### src/rtl/regex_pkg.sv
// rtl/regex_pkg.sv - shared types and constants for the regex stream feeder
package regex_pkg;

    localparam int POS_W = 32;

    typedef enum logic [2:0] {
        ST_IDLE,
        ST_RST_MT,
        ST_STREAM,
        ST_END,
        ST_DONE
    } feeder_state_t;

    typedef struct packed {
        logic [POS_W-1:0] start_pos;
        logic [POS_W-1:0] end_pos;
    } match_result_t;

endpackage

### src/rtl/regex_stream_feeder_if.sv
// rtl/regex_stream_feeder_if.sv - host load/start, matcher drive and result drain signals
interface regex_stream_feeder_if #(
    parameter int POS_W = regex_pkg::POS_W
);
    logic             wr_en;
    logic [7:0]       wr_data;
    logic             wr_full;
    logic             start;
    logic             busy;
    logic             done;
    logic             mt_reset;
    logic [7:0]       mt_data;
    logic             mt_stream_end;
    logic             mt_rdy;
    logic             mt_match;
    logic [POS_W-1:0] mt_start_pos;
    logic [POS_W-1:0] mt_end_pos;
    logic             res_valid;
    logic             res_ready;
    logic [POS_W-1:0] res_start;
    logic [POS_W-1:0] res_end;
    logic             res_overflow;

    modport slave (
        input  wr_en, wr_data, start, mt_rdy, mt_match, mt_start_pos, mt_end_pos, res_ready,
        output wr_full, busy, done, mt_reset, mt_data, mt_stream_end,
               res_valid, res_start, res_end, res_overflow
    );

    modport master (
        output wr_en, wr_data, start, mt_rdy, mt_match, mt_start_pos, mt_end_pos, res_ready,
        input  wr_full, busy, done, mt_reset, mt_data, mt_stream_end,
               res_valid, res_start, res_end, res_overflow
    );
endinterface

### src/rtl/regex_result_fifo.sv
// rtl/regex_result_fifo.sv - synchronous FIFO of match reports with clear
module regex_result_fifo
    import regex_pkg::*;
#(
    parameter int DEPTH = 8
) (
    input  logic          clk,
    input  logic          reset,
    input  logic          clear,
    input  logic          push,
    input  match_result_t push_data,
    input  logic          pop,
    output match_result_t head,
    output logic          full,
    output logic          empty
);
    localparam int AW = $clog2(DEPTH);

    logic [AW:0]   wr_ptr_q, wr_ptr_d;
    logic [AW:0]   rd_ptr_q, rd_ptr_d;
    logic          do_push, do_pop;
    match_result_t mem_q [DEPTH];

    always_comb begin
        empty    = (wr_ptr_q == rd_ptr_q);
        full     = (wr_ptr_q[AW] != rd_ptr_q[AW]) && (wr_ptr_q[AW-1:0] == rd_ptr_q[AW-1:0]);
        do_pop   = pop && !empty;
        // a pop in the same cycle frees the slot the push needs
        do_push  = push && (!full || do_pop);
        wr_ptr_d = wr_ptr_q;
        rd_ptr_d = rd_ptr_q;
        if (clear) begin
            wr_ptr_d = '0;
            rd_ptr_d = '0;
        end else begin
            if (do_push) wr_ptr_d = wr_ptr_q + 1'b1;
            if (do_pop)  rd_ptr_d = rd_ptr_q + 1'b1;
        end
        head = mem_q[rd_ptr_q[AW-1:0]];
    end

    always_ff @(posedge clk) begin
        if (reset) begin
            wr_ptr_q <= '0;
            rd_ptr_q <= '0;
        end else begin
            wr_ptr_q <= wr_ptr_d;
            rd_ptr_q <= rd_ptr_d;
        end
    end

    always_ff @(posedge clk) begin
        if (do_push && !clear) mem_q[wr_ptr_q[AW-1:0]] <= push_data;
    end
endmodule

### src/rtl/regex_stream_feeder.sv
// rtl/regex_stream_feeder.sv - buffers host text, streams it into a regex matcher, collects matches
module regex_stream_feeder
    import regex_pkg::*;
#(
    parameter int BUF_DEPTH  = 256,
    parameter int RES_DEPTH  = 8,
    parameter int POS_W      = regex_pkg::POS_W,
    parameter int END_CYCLES = 2
) (
    input logic                  clk,
    input logic                  reset,
    regex_stream_feeder_if.slave bus
);
    localparam int IDX_W = $clog2(BUF_DEPTH);
    localparam int LEN_W = IDX_W + 1;
    localparam int CNT_W = $clog2(END_CYCLES + 1);

    feeder_state_t state_q, state_d;
    logic [LEN_W-1:0] len_q, len_d;
    logic [LEN_W-1:0] rd_ptr_q, rd_ptr_d;
    logic [CNT_W-1:0] end_cnt_q, end_cnt_d;
    logic             match_q, match_d;
    logic [7:0]       mt_data_q, mt_data_d;
    logic             overflow_q, overflow_d;
    logic [7:0]       buf_mem [BUF_DEPTH];
    logic             buf_we, wr_full, in_window;
    logic             fifo_clear, fifo_push, fifo_pop, fifo_full, fifo_empty;
    match_result_t    push_data, head;

    assign wr_full   = (len_q == LEN_W'(BUF_DEPTH));
    assign in_window = (state_q == ST_STREAM) || (state_q == ST_END);
    assign fifo_pop  = !fifo_empty && bus.res_ready;
    assign push_data.start_pos = regex_pkg::POS_W'(bus.mt_start_pos);
    assign push_data.end_pos   = regex_pkg::POS_W'(bus.mt_end_pos);

    always_comb begin
        state_d    = state_q;
        len_d      = len_q;
        rd_ptr_d   = rd_ptr_q;
        end_cnt_d  = end_cnt_q;
        match_d    = match_q;
        mt_data_d  = mt_data_q;
        buf_we     = 1'b0;
        fifo_clear = 1'b0;
        fifo_push  = 1'b0;
        case (state_q)
            ST_IDLE: begin
                buf_we = bus.wr_en && !wr_full;
                if (buf_we) len_d = len_q + 1'b1;
                if (bus.start) begin
                    fifo_clear = 1'b1;
                    state_d    = (len_q == '0) ? ST_DONE : ST_RST_MT;
                end
            end
            ST_RST_MT: begin
                // prefetch byte 0 so the first STREAM cycle already presents it
                match_d   = 1'b0;
                rd_ptr_d  = LEN_W'(1);
                mt_data_d = buf_mem[0];
                state_d   = ST_STREAM;
            end
            ST_STREAM: begin
                if (rd_ptr_q == len_q) begin
                    mt_data_d = 8'h00;
                    end_cnt_d = '0;
                    state_d   = ST_END;
                end else begin
                    mt_data_d = buf_mem[rd_ptr_q[IDX_W-1:0]];
                    rd_ptr_d  = rd_ptr_q + 1'b1;
                end
            end
            ST_END: begin
                if (end_cnt_q == CNT_W'(END_CYCLES - 1)) state_d = ST_DONE;
                else end_cnt_d = end_cnt_q + 1'b1;
            end
            ST_DONE: begin
                len_d   = '0;
                state_d = ST_IDLE;
            end
            default: state_d = ST_IDLE;
        endcase
        // only the rising edge of the held match level produces an entry
        if (in_window && bus.mt_rdy) begin
            match_d   = bus.mt_match;
            fifo_push = bus.mt_match && !match_q;
        end
        if (fifo_clear) overflow_d = 1'b0;
        else overflow_d = overflow_q || (fifo_push && fifo_full && !fifo_pop);
    end

    always_ff @(posedge clk) begin
        if (reset) begin
            state_q    <= ST_IDLE;
            len_q      <= '0;
            rd_ptr_q   <= '0;
            end_cnt_q  <= '0;
            match_q    <= 1'b0;
            mt_data_q  <= 8'h00;
            overflow_q <= 1'b0;
        end else begin
            state_q    <= state_d;
            len_q      <= len_d;
            rd_ptr_q   <= rd_ptr_d;
            end_cnt_q  <= end_cnt_d;
            match_q    <= match_d;
            mt_data_q  <= mt_data_d;
            overflow_q <= overflow_d;
        end
    end

    always_ff @(posedge clk) begin
        if (buf_we) buf_mem[len_q[IDX_W-1:0]] <= bus.wr_data;
    end

    regex_result_fifo #(.DEPTH(RES_DEPTH)) u_fifo (
        .clk       (clk),
        .reset     (reset),
        .clear     (fifo_clear),
        .push      (fifo_push),
        .push_data (push_data),
        .pop       (fifo_pop),
        .head      (head),
        .full      (fifo_full),
        .empty     (fifo_empty)
    );

    assign bus.wr_full       = wr_full;
    assign bus.busy          = (state_q == ST_RST_MT) || in_window;
    assign bus.done          = (state_q == ST_DONE);
    assign bus.mt_reset      = (state_q == ST_RST_MT);
    assign bus.mt_data       = mt_data_q;
    assign bus.mt_stream_end = (state_q == ST_END);
    assign bus.res_valid     = !fifo_empty;
    assign bus.res_start     = POS_W'(head.start_pos);
    assign bus.res_end       = POS_W'(head.end_pos);
    assign bus.res_overflow  = overflow_q;
endmodule

### src/flat_wrapper.sv
// flat-port wrapper written by rule: the top's interface ports become plain ports
module regex_stream_feeder_flat import regex_pkg::*;
#(
    parameter int BUF_DEPTH  = 256,
    parameter int RES_DEPTH  = 8,
    parameter int POS_W      = regex_pkg::POS_W,
    parameter int END_CYCLES = 2
)
  (clk, reset, bus_wr_en, bus_wr_data, bus_start, bus_mt_rdy, bus_mt_match, bus_mt_start_pos, bus_mt_end_pos, bus_res_ready, bus_wr_full, bus_busy, bus_done, bus_mt_reset, bus_mt_data, bus_mt_stream_end, bus_res_valid, bus_res_start, bus_res_end, bus_res_overflow);
  regex_stream_feeder_if #(.POS_W(POS_W)) bus_i ();
  input logic clk;
  input logic reset;
  input wire logic [$bits(bus_i.wr_en)-1:0] bus_wr_en;
  input wire logic [$bits(bus_i.wr_data)-1:0] bus_wr_data;
  input wire logic [$bits(bus_i.start)-1:0] bus_start;
  input wire logic [$bits(bus_i.mt_rdy)-1:0] bus_mt_rdy;
  input wire logic [$bits(bus_i.mt_match)-1:0] bus_mt_match;
  input wire logic [$bits(bus_i.mt_start_pos)-1:0] bus_mt_start_pos;
  input wire logic [$bits(bus_i.mt_end_pos)-1:0] bus_mt_end_pos;
  input wire logic [$bits(bus_i.res_ready)-1:0] bus_res_ready;
  output wire logic [$bits(bus_i.wr_full)-1:0] bus_wr_full;
  output wire logic [$bits(bus_i.busy)-1:0] bus_busy;
  output wire logic [$bits(bus_i.done)-1:0] bus_done;
  output wire logic [$bits(bus_i.mt_reset)-1:0] bus_mt_reset;
  output wire logic [$bits(bus_i.mt_data)-1:0] bus_mt_data;
  output wire logic [$bits(bus_i.mt_stream_end)-1:0] bus_mt_stream_end;
  output wire logic [$bits(bus_i.res_valid)-1:0] bus_res_valid;
  output wire logic [$bits(bus_i.res_start)-1:0] bus_res_start;
  output wire logic [$bits(bus_i.res_end)-1:0] bus_res_end;
  output wire logic [$bits(bus_i.res_overflow)-1:0] bus_res_overflow;
  assign bus_i.wr_en = bus_wr_en;
  assign bus_i.wr_data = bus_wr_data;
  assign bus_i.start = bus_start;
  assign bus_i.mt_rdy = bus_mt_rdy;
  assign bus_i.mt_match = bus_mt_match;
  assign bus_i.mt_start_pos = bus_mt_start_pos;
  assign bus_i.mt_end_pos = bus_mt_end_pos;
  assign bus_i.res_ready = bus_res_ready;
  assign bus_wr_full = bus_i.wr_full;
  assign bus_busy = bus_i.busy;
  assign bus_done = bus_i.done;
  assign bus_mt_reset = bus_i.mt_reset;
  assign bus_mt_data = bus_i.mt_data;
  assign bus_mt_stream_end = bus_i.mt_stream_end;
  assign bus_res_valid = bus_i.res_valid;
  assign bus_res_start = bus_i.res_start;
  assign bus_res_end = bus_i.res_end;
  assign bus_res_overflow = bus_i.res_overflow;
  regex_stream_feeder #(.BUF_DEPTH(BUF_DEPTH), .RES_DEPTH(RES_DEPTH), .POS_W(POS_W), .END_CYCLES(END_CYCLES)) u_core (.clk(clk), .reset(reset), .bus(bus_i));
endmodule
### config.mk
export PLATFORM = sky130hd
export DESIGN_NAME = regex_stream_feeder_flat
export DESIGN_NICKNAME = d
export VERILOG_FILES = /design/src/rtl/regex_pkg.sv /design/src/rtl/regex_stream_feeder_if.sv /design/src/rtl/regex_result_fifo.sv /design/src/rtl/regex_stream_feeder.sv /design/src/flat_wrapper.sv
export SDC_FILE = /design/constraint.sdc
export NUM_CORES = 2
export LEC_CHECK = 0
export BUFFER_PORTS_ARGS = -buffer_cell sky130_fd_sc_hd__buf_2
export CORE_MARGIN = 2
export CORE_UTILIZATION = 30
export CTS_CLUSTER_DIAMETER = 100
export DETAILED_ROUTE_END_ITERATION = 10
export HOLD_SLACK_MARGIN = 0.12
export SLEW_MARGIN = 10
export SYNTH_ARGS = -nofsm -noshare
export SYNTH_HDL_FRONTEND = slang
export SYNTH_HIERARCHICAL = 1
export SYNTH_SLANG_ARGS = --single-unit
### constraint.sdc
create_clock -name clk -period 12.8 [get_ports clk]
set_clock_uncertainty 0.1 [all_clocks]
set_input_delay 2.56 -clock clk [delete_from_list [all_inputs] [get_ports clk]]
set_output_delay 2.56 -clock clk [all_outputs]
set_load 0.01 [all_outputs]
==> flow_metrics.py <==
metrics = {
    "status": {
        "status": "finished, final reports clean",
    },
    "synthesis": {
        "synth_nets": 4940,
        "synth_warnings": 6,
        "synth.distinct_cells": 80,
        "synth_edf_count": 2560,
        "ys_seq_area_frac": 0.7681,
        "ys_ff_latch": 2612,
        "synth_area_mm2": 0.1014,
        "avgSynthCellArea_um2": 20.90,
        "yosys_most_used_dff": "edfxtp_1",
        "ys_async_sr_fraction": 0,
        "syn_inst": 4853,
    },
    "clock_network": {
        "clk_path_buf_depth": 4,
        "ctsResizeCount": 0,
        "cts_tree": "yes",
        "clock-sinks": 2612,
        "insertion_delay_ps": 890,
        "postCtsSetupRepairBufs": 0,
        "htreeDepth": 5,
        "root_buffer": "clkbuf_16",
        "clk_pin_slew_ps": 60,
        "hold_buffers": 0,
        "numCtsBuffers": 275,
    },
    "global_route": {
        "grt_pass1_wl_mm": 382.8,
        "grt_max_degree": 183,
        "grt_pass1_vias": 50620,
        "groute.usage.overall": 0.1540,
        "grt-ovfl-total": 0,
        "antenna_found_initial": 23,
    },
    "cells_and_area": {
        "final_area_mm2": 0.1163,
        "post-route-util": 0.3454,
        "drive_above_1_share": 0.2569,
        "fin_cells": 9864,
        "multi_input_area_mm2": 0.02193,
        "layout_commonest_cell": "edfxtp_1",
        "syn2layout_area_growth_pct": 14.62,
        "fillers": 31070,
        "layout_common_cells": "2560 x edfxtp_1, 577 x mux4_2, 359 x nor2_1, 277 x clkbuf_16, 149 x buf_2",
        "nets": 5209,
        "area.sequential_mm2": 0.07794,
    },
    "drt": {
        "wl_per_cell_um": 27.48,
        "drc": 0,
        "antenna_left": 0,
        "routed_wl_mm": 271.0,
        "num_vias": 51200,
        "drt_iter0_drc": 6528,
        "vias_per_cell": 5.191,
        "drt-pass1-iter-count": 7,
    },
    "power": {
        "p_comb_frac": 0.044,
        "power.density_mw_per_mm2": 155.8,
        "p_int_mw": 14.28,
        "pwr-share-seq": 0.520,
        "pwr-share-clk": 0.435,
        "p_switching_mw": 3.832,
        "p_leak_nw": 34.57,
        "vdd_drop_max_v": 0.0001059,
        "swShare": 0.2116,
        "power_mw": 18.11,
    },
    "place": {
        "placedCellCount": 9360,
        "dp_hpwl_mm": 163.5,
        "port_buffers": 157,
        "place_ws_ps": 7041,
        "globalplace.congestion": 0.8668,
        "placed_area_mm2": 0.1073,
    },
    "critical_path": {
        "r2r-end": "u_core/bus.mt_data[2]$_SDFFE_PP0N_",
        "crit_path_cell_trace": "buf_4, mux4_2, mux2_2, buf_2",
        "critPathSlowestCell": "dfxtp_4",
        "cp-end-kind": "output port",
        "path_buf_inv": 2,
        "r2r_slack_ps": 7430,
        "critPathMaxStageDelay_ps": 950,
        "path_class": "reg2out",
        "crit_family": "buffers and inverters",
        "r2r_cells": 9,
        "startpoint_type": "flop",
        "required_ps": 10140,
        "path_max_fanout": 66,
        "arrival_ps": 3630,
        "path_depth": 4,
    },
    "sta": {
        "fin_crit_sh": 0.4917,
        "worst_slew_pin_slew_ps": 1369,
        "rsz0062_at_grt": "false",
        "fmax_mhz": 158.9,
        "finalMaxSlewViolations": 0,
        "max-slew-margin-rel": 0.08500,
        "finalSetupViolations": 0,
        "tns_ps": 0,
        "setup_ws_ps": 6507,
        "final.min_clock_period_ps": 6293,
        "whs_ps": 412.7,
        "hold_viol": 0,
    },
    "worst_hold_path": {
        "hold_path.startpoint": "u_core/state_q[1]$_SDFFE_PP0P_",
        "hold_class": "reg2reg",
        "whs_path_depth": 2,
        "min_to": "u_core/match_q$_SDFFE_PP0P_",
    },
    "floorplanning": {
        "die_h_um": 585.5,
        "fp.dieW_um": 585.5,
        "io_pins": 158,
        "core_mm2": 0.3366,
        "die_area_mm2": 0.3428,
        "start_util": 0.3014,
        "num_rows": 213,
    },
    "run": {
        "cap_violations": 0,
    },
}
## cells in the mapped netlist, drive strengths merged, types with 6 or more instances
master / instances / area, um^2
a2111oi: 12 / 111.4
a211oi: 14 / 105.1
a21oi: 77 / 385.4
a22o: 6 / 52.55
a22oi: 58 / 435.4
a31oi: 13 / 81.33
and2: 18 / 112.6
and3: 10 / 63.81
buf: 148 / 1139
clkbuf: 125 / 485.5
dfxtp: 52 / 1041
edfxtp: 2560 / 76870
ha: 8 / 100.1
inv: 19 / 71.31
mux2: 75 / 844.6
mux2i: 123 / 1231
mux4: 594 / 13440
nand2: 127 / 476.7
nand2b: 13 / 81.33
nand3: 61 / 305.3
nand3b: 8 / 60.06
nand4: 20 / 125.1
nor2: 360 / 1351
nor2b: 20 / 125.1
nor3: 38 / 190.2
nor4: 26 / 177.7
o211ai: 11 / 82.58
o21ai: 39 / 195.2
o221ai: 35 / 312.8
o22ai: 78 / 488.0
or2: 13 / 81.33
or3: 8 / 50.05
or4: 6 / 45.04
xor2: 20 / 190.2
## final cells by class
| cell class | count | share of cell area |
|---|---|---|
| clock inverter | 160 | 0.01466 |
| antenna | 16 | 0.0003444 |
| clock buffer | 328 | 0.06170 |
| multi-input combinational | 1948 | 0.1887 |
| sequential | 2612 | 0.6704 |
| inverter | 19 | 0.0006134 |
| tap | 4515 | 0.04859 |
| timing repair buffer | 266 | 0.01505 |
## power by group through the flow
| stage | Clock (mW) | Sequential (mW) | Combinational (mW) |
|---|---|---|---|
| after floorplan | 0 | 9.59 | 0.498 |
| after global placement | 0 | 9.60 | 0.795 |
| after CTS | 8.03 | 9.42 | 0.807 |
| after detailed placement | 0 | 9.60 | 0.805 |
| after global routing | 8.34 | 9.42 | 0.846 |
| final | 7.89 | 9.42 | 0.801 |
## sequential cells by signal, summed over array words and instances, names as in the netlist, named ones only
register,count
u_core/match_q,1
u_core/u_fifo/wr_ptr_q,4
u_core/u_fifo/mem_q,512
u_core/state_q,3
u_core/buf_mem,2048
u_core/bus.mt_data,8
u_core/end_cnt_q,2
u_core/bus.res_overflow,1
u_core/len_q,9
u_core/rd_ptr_q,9
u_core/u_fifo/rd_ptr_q,4
## worst register-to-register path: cells and delay by family (launching register included)
family	cells	cell delay, ps
AO/OA/AOI/OAI	4	1560
flip-flops	1	830
multiplexers	2	630
buffers and inverters	3	2220
## cell families (layout without fill, tap and decap cells)
logic type	count (synthesis)	in the layout	synth area share
XOR/XNOR	22	22	0.002048
AO/OA/AOI/OAI	389	389	0.02631
buffers and inverters	293	773	0.01680
adder cells (fa/ha/maj)	8	8	0.0009868
AND/OR/NAND/NOR	737	737	0.03275
other	0	16	0
multiplexers	792	792	0.1530
flip-flops	2612	2612	0.7681
## worst max-delay path by stage
stage                                                      to  slack (ps)          start
after CTS                                      bus_res_end[8]        6400           flop
after global placement       u_core/buf_mem[225][0]$_DFFE_PP_        7110      bus_wr_en
after global routing                        bus_res_start[27]        6320           flop
after detailed placement     u_core/buf_mem[232][6]$_DFFE_PP_        7040      bus_wr_en
after floorplan           u_core/u_fifo/mem_q[2][0]$_DFFE_PP_        2560  bus_res_ready
final                                          bus_res_end[8]        6510           flop
## per-layer routing
layer  GRT usage  routed length [um]  vias to the layer above
met4     0.05697               10410                        8
met5           0                  47                        -
met3     0.03549               27250                      467
met1      0.2129              109300                    27370
li1            -                   -                    20780
met2      0.2364              124000                     2577
Power figures use the tool's default switching activity.
